$ cat src/rtl/core_pkg.sv
// Shared definitions for the data-bus side of the core.
//   mem_op_e      : MEM-stage access size/sign encodings
//   mem_size_e    : access width derived from a mem_op
//   dbus_state_e  : bridge FSM states
//   DBUS_TIMEOUT_DEFAULT : default bus-acknowledge timeout in cycles
//   op_size()     : width of an access from mem_op[1:0]
//   misaligned()  : true when the address is not naturally aligned
package core_pkg;

   typedef enum logic [2:0] {
      MEM_B  = 3'b000,
      MEM_H  = 3'b001,
      MEM_W  = 3'b010,
      MEM_BU = 3'b100,
      MEM_HU = 3'b101
   } mem_op_e;

   typedef enum logic [1:0] {
      SZ_BYTE = 2'd0,
      SZ_HALF = 2'd1,
      SZ_WORD = 2'd2
   } mem_size_e;

   typedef enum logic [1:0] {
      ST_IDLE = 2'd0,
      ST_BUS  = 2'd1,
      ST_DONE = 2'd2
   } dbus_state_e;

   localparam int DBUS_TIMEOUT_DEFAULT = 255;

   // op[2] only selects sign handling; the width lives in op[1:0].
   // Undefined encodings fall back to a word access.
   function automatic mem_size_e op_size(input logic [1:0] op_lo);
      case (op_lo)
         2'b00:   return SZ_BYTE;
         2'b01:   return SZ_HALF;
         default: return SZ_WORD;
      endcase
   endfunction

   function automatic logic misaligned(input logic [1:0] op_lo, input logic [1:0] lsb);
      case (op_size(op_lo))
         SZ_HALF: return lsb[0];
         SZ_WORD: return |lsb;
         default: return 1'b0;
      endcase
   endfunction

endpackage

$ cat src/rtl/dbus_wb_bridge_if.sv
// Wishbone classic bus between the data-bus bridge (master) and a slave.
//   wb_cyc_o, wb_stb_o, wb_we_o : cycle, strobe, write enable
//   wb_adr_o                    : word-aligned byte address
//   wb_dat_o, wb_sel_o          : store data and byte-lane selects
//   wb_dat_i                    : read data
//   wb_ack_i, wb_err_i          : cycle termination
interface dbus_wb_bridge_if;

   logic        wb_cyc_o;
   logic        wb_stb_o;
   logic        wb_we_o;
   logic [31:0] wb_adr_o;
   logic [31:0] wb_dat_o;
   logic [3:0]  wb_sel_o;
   logic [31:0] wb_dat_i;
   logic        wb_ack_i;
   logic        wb_err_i;

   modport master (
      output wb_cyc_o, wb_stb_o, wb_we_o, wb_adr_o, wb_dat_o, wb_sel_o,
      input  wb_dat_i, wb_ack_i, wb_err_i
   );

   modport slave (
      input  wb_cyc_o, wb_stb_o, wb_we_o, wb_adr_o, wb_dat_o, wb_sel_o,
      output wb_dat_i, wb_ack_i, wb_err_i
   );

endinterface

$ cat src/rtl/dbus_load_align.sv
// Load data alignment: shifts the raw bus word down to the addressed byte
// lane and sign- or zero-extends it according to the access op.
//   raw      : 32-bit word from the bus
//   addr_lsb : byte offset of the access within the word
//   op       : mem_op encoding (op[2] set = unsigned)
//   result   : aligned, extended load value
module dbus_load_align
   import core_pkg::*;
(
   input  logic [31:0] raw,
   input  logic [1:0]  addr_lsb,
   input  logic [2:0]  op,
   output logic [31:0] result
);

   logic [31:0] shifted;

   always_comb begin
      shifted = raw >> {addr_lsb, 3'b000};
      result  = shifted;
      case (op_size(op[1:0]))
         SZ_BYTE: result = {{24{shifted[7] & ~op[2]}}, shifted[7:0]};
         SZ_HALF: result = {{16{shifted[15] & ~op[2]}}, shifted[15:0]};
         default: result = shifted;
      endcase
   end

endmodule

$ cat src/rtl/dbus_wb_bridge.sv
// Bridge from the core MEM stage to a Wishbone classic master port.
// One access at a time: IDLE issues, BUS waits for ack/err/timeout,
// DONE presents the result for one cycle while the pipeline advances.
//   clk, reset_n            : clock, asynchronous active-low reset
//   mem_addr_mem .. op_mem  : MEM-stage request
//   mem_rdata_mem           : load result, valid in the DONE cycle
//   stall_pipl              : holds the pipeline while an access is in flight
//   dbus_err                : one-cycle pulse on bus error, timeout or misalignment
//   wb                      : Wishbone master port
module dbus_wb_bridge
   import core_pkg::*;
#(
   parameter int TIMEOUT_CYCLES = DBUS_TIMEOUT_DEFAULT
) (
   input  logic             clk,
   input  logic             reset_n,
   input  logic [31:0]      mem_addr_mem,
   input  logic [31:0]      mem_wdata_mem,
   input  logic             mem_write_mem,
   input  logic             mem_read_mem,
   input  logic [2:0]       mem_op_mem,
   output logic [31:0]      mem_rdata_mem,
   output logic             stall_pipl,
   output logic             dbus_err,
   dbus_wb_bridge_if.master wb
);

   localparam int               CNT_W    = $clog2(TIMEOUT_CYCLES + 1);
   localparam logic [CNT_W-1:0] TMO_LAST = CNT_W'(TIMEOUT_CYCLES - 1);

   dbus_state_e      state_q, state_d;
   logic             req, misal, tmo_hit, bus_fail, bus_end;
   logic [3:0]       sel_d;
   logic [31:0]      dat_d;
   logic [CNT_W-1:0] tmo_cnt;
   logic [2:0]       op_q;
   logic [1:0]       lsb_q;
   logic [31:0]      load_res;
   logic             cyc_q, stb_q, we_q, err_q;
   logic [31:0]      adr_q, dat_q, rdata_q;
   logic [3:0]       sel_q;

   assign req      = mem_read_mem | mem_write_mem;
   assign misal    = misaligned(mem_op_mem[1:0], mem_addr_mem[1:0]);
   // The last permitted BUS cycle; a simultaneous ack still completes normally.
   assign tmo_hit  = (tmo_cnt == TMO_LAST);
   assign bus_fail = wb.wb_err_i | (tmo_hit & ~wb.wb_ack_i);
   assign bus_end  = wb.wb_ack_i | bus_fail;

   // Gated by reset_n so the pipeline is released while reset is held.
   assign stall_pipl = reset_n & (((state_q == ST_IDLE) & req) | (state_q == ST_BUS));

   // Store lane placement: data replicated across lanes, sel picks the target.
   always_comb begin
      sel_d = 4'b1111;
      dat_d = mem_wdata_mem;
      case (op_size(mem_op_mem[1:0]))
         SZ_BYTE: begin
            sel_d = 4'b0001 << mem_addr_mem[1:0];
            dat_d = {4{mem_wdata_mem[7:0]}};
         end
         SZ_HALF: begin
            sel_d = mem_addr_mem[1] ? 4'b1100 : 4'b0011;
            dat_d = {2{mem_wdata_mem[15:0]}};
         end
         default: ;
      endcase
   end

   always_comb begin
      state_d = state_q;
      case (state_q)
         ST_IDLE: if (req) state_d = misal ? ST_DONE : ST_BUS;
         ST_BUS:  if (bus_end) state_d = ST_DONE;
         ST_DONE: state_d = ST_IDLE;
         default: state_d = ST_IDLE;
      endcase
   end

   always_ff @(posedge clk or negedge reset_n) begin
      if (!reset_n) state_q <= ST_IDLE;
      else          state_q <= state_d;
   end

   // Bus outputs, timeout counter and the one-cycle DONE result.
   always_ff @(posedge clk or negedge reset_n) begin
      if (!reset_n) begin
         cyc_q   <= 1'b0;
         stb_q   <= 1'b0;
         we_q    <= 1'b0;
         adr_q   <= '0;
         dat_q   <= '0;
         sel_q   <= '0;
         op_q    <= '0;
         lsb_q   <= '0;
         tmo_cnt <= '0;
         rdata_q <= '0;
         err_q   <= 1'b0;
      end else begin
         // Result and error only live for the DONE cycle.
         rdata_q <= '0;
         err_q   <= 1'b0;
         case (state_q)
            ST_IDLE: begin
               if (req && misal) begin
                  err_q <= 1'b1;
               end else if (req) begin
                  cyc_q   <= 1'b1;
                  stb_q   <= 1'b1;
                  we_q    <= mem_write_mem;
                  adr_q   <= {mem_addr_mem[31:2], 2'b00};
                  dat_q   <= dat_d;
                  sel_q   <= sel_d;
                  op_q    <= mem_op_mem;
                  lsb_q   <= mem_addr_mem[1:0];
                  tmo_cnt <= '0;
               end
            end
            ST_BUS: begin
               tmo_cnt <= tmo_cnt + 1'b1;
               if (bus_end) begin
                  cyc_q   <= 1'b0;
                  stb_q   <= 1'b0;
                  we_q    <= 1'b0;
                  adr_q   <= '0;
                  dat_q   <= '0;
                  sel_q   <= '0;
                  err_q   <= bus_fail;
                  rdata_q <= (we_q | bus_fail) ? '0 : load_res;
               end
            end
            default: ;
         endcase
      end
   end

   dbus_load_align u_align (
      .raw      (wb.wb_dat_i),
      .addr_lsb (lsb_q),
      .op       (op_q),
      .result   (load_res)
   );

   assign wb.wb_cyc_o   = cyc_q;
   assign wb.wb_stb_o   = stb_q;
   assign wb.wb_we_o    = we_q;
   assign wb.wb_adr_o   = adr_q;
   assign wb.wb_dat_o   = dat_q;
   assign wb.wb_sel_o   = sel_q;
   assign mem_rdata_mem = rdata_q;
   assign dbus_err      = err_q;

endmodule

$ cat src/flat_wrapper.sv
// flat-port wrapper written by rule: the top's interface ports become plain ports
module dbus_wb_bridge_flat import core_pkg::*;
#(
   parameter int TIMEOUT_CYCLES = DBUS_TIMEOUT_DEFAULT
)
  (clk, reset_n, mem_addr_mem, mem_wdata_mem, mem_write_mem, mem_read_mem, mem_op_mem, mem_rdata_mem, stall_pipl, dbus_err, wb_wb_cyc_o, wb_wb_stb_o, wb_wb_we_o, wb_wb_adr_o, wb_wb_dat_o, wb_wb_sel_o, wb_wb_dat_i, wb_wb_ack_i, wb_wb_err_i);
  dbus_wb_bridge_if wb_i ();
  input  logic clk;
  input  logic reset_n;
  input  logic [31:0] mem_addr_mem;
  input  logic [31:0] mem_wdata_mem;
  input  logic mem_write_mem;
  input  logic mem_read_mem;
  input  logic [2:0] mem_op_mem;
  output logic [31:0] mem_rdata_mem;
  output logic stall_pipl;
  output logic dbus_err;
  output wire logic [$bits(wb_i.wb_cyc_o)-1:0] wb_wb_cyc_o;
  output wire logic [$bits(wb_i.wb_stb_o)-1:0] wb_wb_stb_o;
  output wire logic [$bits(wb_i.wb_we_o)-1:0] wb_wb_we_o;
  output wire logic [$bits(wb_i.wb_adr_o)-1:0] wb_wb_adr_o;
  output wire logic [$bits(wb_i.wb_dat_o)-1:0] wb_wb_dat_o;
  output wire logic [$bits(wb_i.wb_sel_o)-1:0] wb_wb_sel_o;
  input wire logic [$bits(wb_i.wb_dat_i)-1:0] wb_wb_dat_i;
  input wire logic [$bits(wb_i.wb_ack_i)-1:0] wb_wb_ack_i;
  input wire logic [$bits(wb_i.wb_err_i)-1:0] wb_wb_err_i;
  assign wb_wb_cyc_o = wb_i.wb_cyc_o;
  assign wb_wb_stb_o = wb_i.wb_stb_o;
  assign wb_wb_we_o = wb_i.wb_we_o;
  assign wb_wb_adr_o = wb_i.wb_adr_o;
  assign wb_wb_dat_o = wb_i.wb_dat_o;
  assign wb_wb_sel_o = wb_i.wb_sel_o;
  assign wb_i.wb_dat_i = wb_wb_dat_i;
  assign wb_i.wb_ack_i = wb_wb_ack_i;
  assign wb_i.wb_err_i = wb_wb_err_i;
  dbus_wb_bridge #(.TIMEOUT_CYCLES(TIMEOUT_CYCLES)) u_core (.clk(clk), .reset_n(reset_n), .mem_addr_mem(mem_addr_mem), .mem_wdata_mem(mem_wdata_mem), .mem_write_mem(mem_write_mem), .mem_read_mem(mem_read_mem), .mem_op_mem(mem_op_mem), .mem_rdata_mem(mem_rdata_mem), .stall_pipl(stall_pipl), .dbus_err(dbus_err), .wb(wb_i));
endmodule
$ cat config.mk
export PLATFORM = sky130hd
export DESIGN_NAME = dbus_wb_bridge_flat
export DESIGN_NICKNAME = d
export VERILOG_FILES = /design/src/rtl/core_pkg.sv /design/src/rtl/dbus_wb_bridge_if.sv /design/src/rtl/dbus_load_align.sv /design/src/rtl/dbus_wb_bridge.sv /design/src/flat_wrapper.sv
export SDC_FILE = /design/constraint.sdc
export NUM_CORES = 1
export LEC_CHECK = 0
export ABC_AREA = 0
export CAP_MARGIN = 20
export CORE_ASPECT_RATIO = 1.5
export CORE_UTILIZATION = 47
export CTS_CLUSTER_SIZE = 28
export DETAILED_ROUTE_END_ITERATION = 12
export PLACE_DENSITY = 0.86
export SYNTH_ARGS = -nofsm -noshare
export SYNTH_HDL_FRONTEND = slang
export SYNTH_SLANG_ARGS = --single-unit
$ cat constraint.sdc
create_clock -name clk -period 3.5 [get_ports clk]
set_input_delay 0.35 -clock clk [delete_from_list [all_inputs] [get_ports clk]]
set_output_delay 0.35 -clock clk [all_outputs]
set_load 0.02 [all_outputs]
==> results.md <==
* Status: finished, final reports clean
* Die W at 88.6 um
* Final design utilization at 73.1%
* Relative slew slack at 34.9%
* Vias per cell at 5.55
* Drt pass-1 iters at 4
* Share of cells above drive strength 1 at 11.2%
* Largest family of logic cells by synthesized area: compound AO/OA/AOI/OAI gates
* CP Buf/Inv Count at 2
* Number of flops mapped to enable cells by yosys at 0
* CTS Sinks at between 100 and 150
* DRC Markers at 0
* Max-slew violations at 0
* Crit-path cells: inv_1 -> ha_1 -> nand3_1 -> o21ai_0 -> nand3_2 -> buf_12 -> a22o_1
* Setup Skew at 0.0123 ns
* Syn Inst Count at approximately 460
* Distinct cells, synth at 45
* RSZ-0062 raised after global routing: false
* Die area at 11700 um^2
* Ports at 210
* GRT overflow at 0
* Iter 0 DRT Violations at between 200 and 300
* H-Tree Depth at 4
* Clk Latency, worst-skew pair at 0.40 ns
* Post-layout power at 5.87 mW
* Crit path max-delay family: simple AND/OR/NAND/NOR gates
* CTS tree: built
* Initial antenna violation count at 0
* Mux cell area share after synthesis at approximately a tenth
* CTS clk-pin slew, worst paths at 0.06 ns
* Sequential element share of the synthesized area at 54.9%
* Antenna Violating Nets Remaining at 0
* Gp weighted congestion at 0.877
* Maxcap violations at 0
* Sum Neg Setup Slack at 0 ns
* CP max stage delay at roughly 0.65 ns
* CP endpoint kind: flip-flop
* Vias at 4537
* Synth Area in XOR/XNOR at 1.49%
* PwrDens at about 730 nW/um^2
* Area leader, netlist: dfrtp_1
* Syn_area_per_cell at 11.4 um^2
* Total GRT Usage at 27.4%
* Ant diodes at 0
* Pre-CTS setup slack at 0.761 ns
* Post-synthesis compound-gate area fraction at roughly 18%
* Top FF cell, synth: dfrtp_1
* Initial Utilization at 48.1%
* Layout overhead on the synthesized area at 52.1%
* Max VDD drop at between 400 and 500 uV
* Total CTS buffers at 17
* Slew @ Worst Pin at 0.976 ns
* Crit start category: flip-flop
* Synth Area in Adders at 0.473%
* WL/cell at approximately 19 um
* Crit path depth at 7
* Crit path time final at 2.65 ns
* Synthesized area at ~5300 um^2
* Global-route wire length before repair at 23.9 mm
* Most frequent cells in the layout: clkdlybuf4s50_1 (206), dfrtp_1 (116), a22o_1 (48), nand2_1 (33), mux2i_1 (32)
* Die H at 132 um
* Area share of and/or/nand/nor cells after synthesis at 9.94%
* Crit path required time at 3.79 ns
* Rows at 47
* Post-Route WL at 15.4 mm
* R2R depth at 7
* Post-layout net count at 765
* Worst Path Arrival at just under 3 ns
* Post-synth ARST share at 100%
* Buffers on Ports at 207
* Post-synth top area share at 54.9%
* Synthesized flop and latch total at 116
* Setup ws final at 0.850 ns
* Core footprint at 11000 um^2
* Vias in the first global route at 4736
* Ranking of synthesized cells by area: dfrtp_1 (55%), a22o_1 (8.0%), mux2i_1 (6.1%), mux2_2 (4.5%), nand2_1 (2.3%)
* Final setup fails at 0
* Fin. Hold Viols at 0
* Critical path's slowest cell: nand3_2
* Worst min-delay path class: primary input to async pin
* Fin crit share at 75.7%
* Clk Tree Root Cell: clkbuf_16
* Most common cell after layout, fill and taps aside: clkdlybuf4s50_1
* P_leak at between 3 and 4 nW
* Largest net degree at the start of global routing at 76
* Crit path max fanout at 37
* Fill count at 750
* WS Path Type: flip-flop to flip-flop
* Hold_ws at approximately 0.47 ns
* Synth Warn # at 0
* Maximum clock path buffer count at 2
* Max frequency at 0.377 GHz
* Post-CTS setup buffers at 0
* DP HPWL at 10.8 mm
[cells in the mapped netlist (3+ instances only)]
library cell and number:
a211oi_1 14, o2bb2ai_1 9, buf_2 10, nand2_1 33, nor3_1 5, mux2i_1 32
a21oi_2 10, a22o_1 48, xnor2_1 4, clkbuf_1 19, nor2b_1 11, buf_1 3
xor2_1 5, inv_1 4, nand4_1 3, buf_4 6, dfrtp_1 116, or3_1 3
nor2_1 31, nand3_1 6, a21oi_1 15, mux2_2 21, and2_1 8, o21ai_0 22
[metal layers]
metal	GRT usage (%)	wire, um	share of wire [%]
met4	12.6	332	2.2
met5	0	0	0
met3	7.08	1100	7.2
met1	31.5	5920	38
met2	46.6	8050	52
[worst reg2reg max path, delay by kind of cell, from the launching register on]
kind | cells | cell delay, ns
adders and majority gates | 1 | 0.14
AOI/OAI and AO/OA | 2 | 0.68
and+or+nand+nor | 2 | 0.76
DFF | 1 | 0.43
buffers and inverters | 2 | 0.52
[stage by stage]
stage	area (um^2)	instances
2_1_floorplan	5290	464
3_3_place_gp	7420	785
3_5_place_dp	7420	785
4_1_cts	8040	818
5_1_grt	8040	818
6_report	8040	818
[final timing paths]
check                                       start                  endpoint  slack (ns)
max                             u_core.tmo_cnt[0]    u_core.wb.wb_dat_o[24]        0.85
min                                       reset_n         u_core.tmo_cnt[5]        0.47
max reg2reg                     u_core.tmo_cnt[0]    u_core.wb.wb_dat_o[24]        0.85
min reg2reg                u_core.wb.wb_dat_o[14]    u_core.wb.wb_dat_o[14]        0.49
max in group asynchronous                 reset_n  u_core.mem_rdata_mem[15]        1.69
min in group clk           u_core.wb.wb_dat_o[14]    u_core.wb.wb_dat_o[14]        0.49
[what timing repair did]
action                    4_1_cts  5_1_grt
hold endpoints to repair       41        0
hold buffers                    1        0
gates resized for setup         0        0
[where the power goes]
group / internal [mW] / total (mW) / switching (mW) / leakage (nW)
Combinational: 1.02 / 2.15 / 1.13 / 1.65
Sequential: 1.66 / 1.92 / 0.257 / 1.54
Clock: 1.22 / 1.80 / 0.581 / 0.308
Total: 3.90 / 5.87 / 1.97 / 3.49
[sequential cells by signal, indices dropped and copies added, names as in the netlist]
| name | count |
|---|---|
| u_core.wb.wb_sel_o | 4 |
| u_core.op_q | 3 |
| u_core.wb.wb_cyc_o | 1 |
| u_core.tmo_cnt | 8 |
| u_core.wb.wb_adr_o | 30 |
| u_core.lsb_q | 2 |
| u_core.wb.wb_we_o | 1 |
| u_core.mem_rdata_mem | 32 |
| u_core.dbus_err | 1 |
| u_core.wb.wb_dat_o | 32 |
| u_core.state_q | 2 |
[kinds of logic after synthesis]
logic type | count (synthesis)
AO/OA/AOI/OAI | 128
flip-flops | 116
AND/OR/NAND/NOR | 109
multiplexers | 53
buffers and inverters | 45
XOR/XNOR | 9
adder cells (fa/ha/maj) | 2
other | 1
[layout make-up]
type	instances	area, um^2	share of cell area, %
Sequential cell	116	2900	36.1
Multi-Input combinational cell	303	2170	27.0
Timing Repair Buffer	216	2150	26.8
Clock buffer	22	464	5.77
Tap cell	147	184	2.29
Clock inverter	10	154	1.91
Inverter	4	15.0	0.187
No activity file was read; power rests on OpenSTA's default activity.
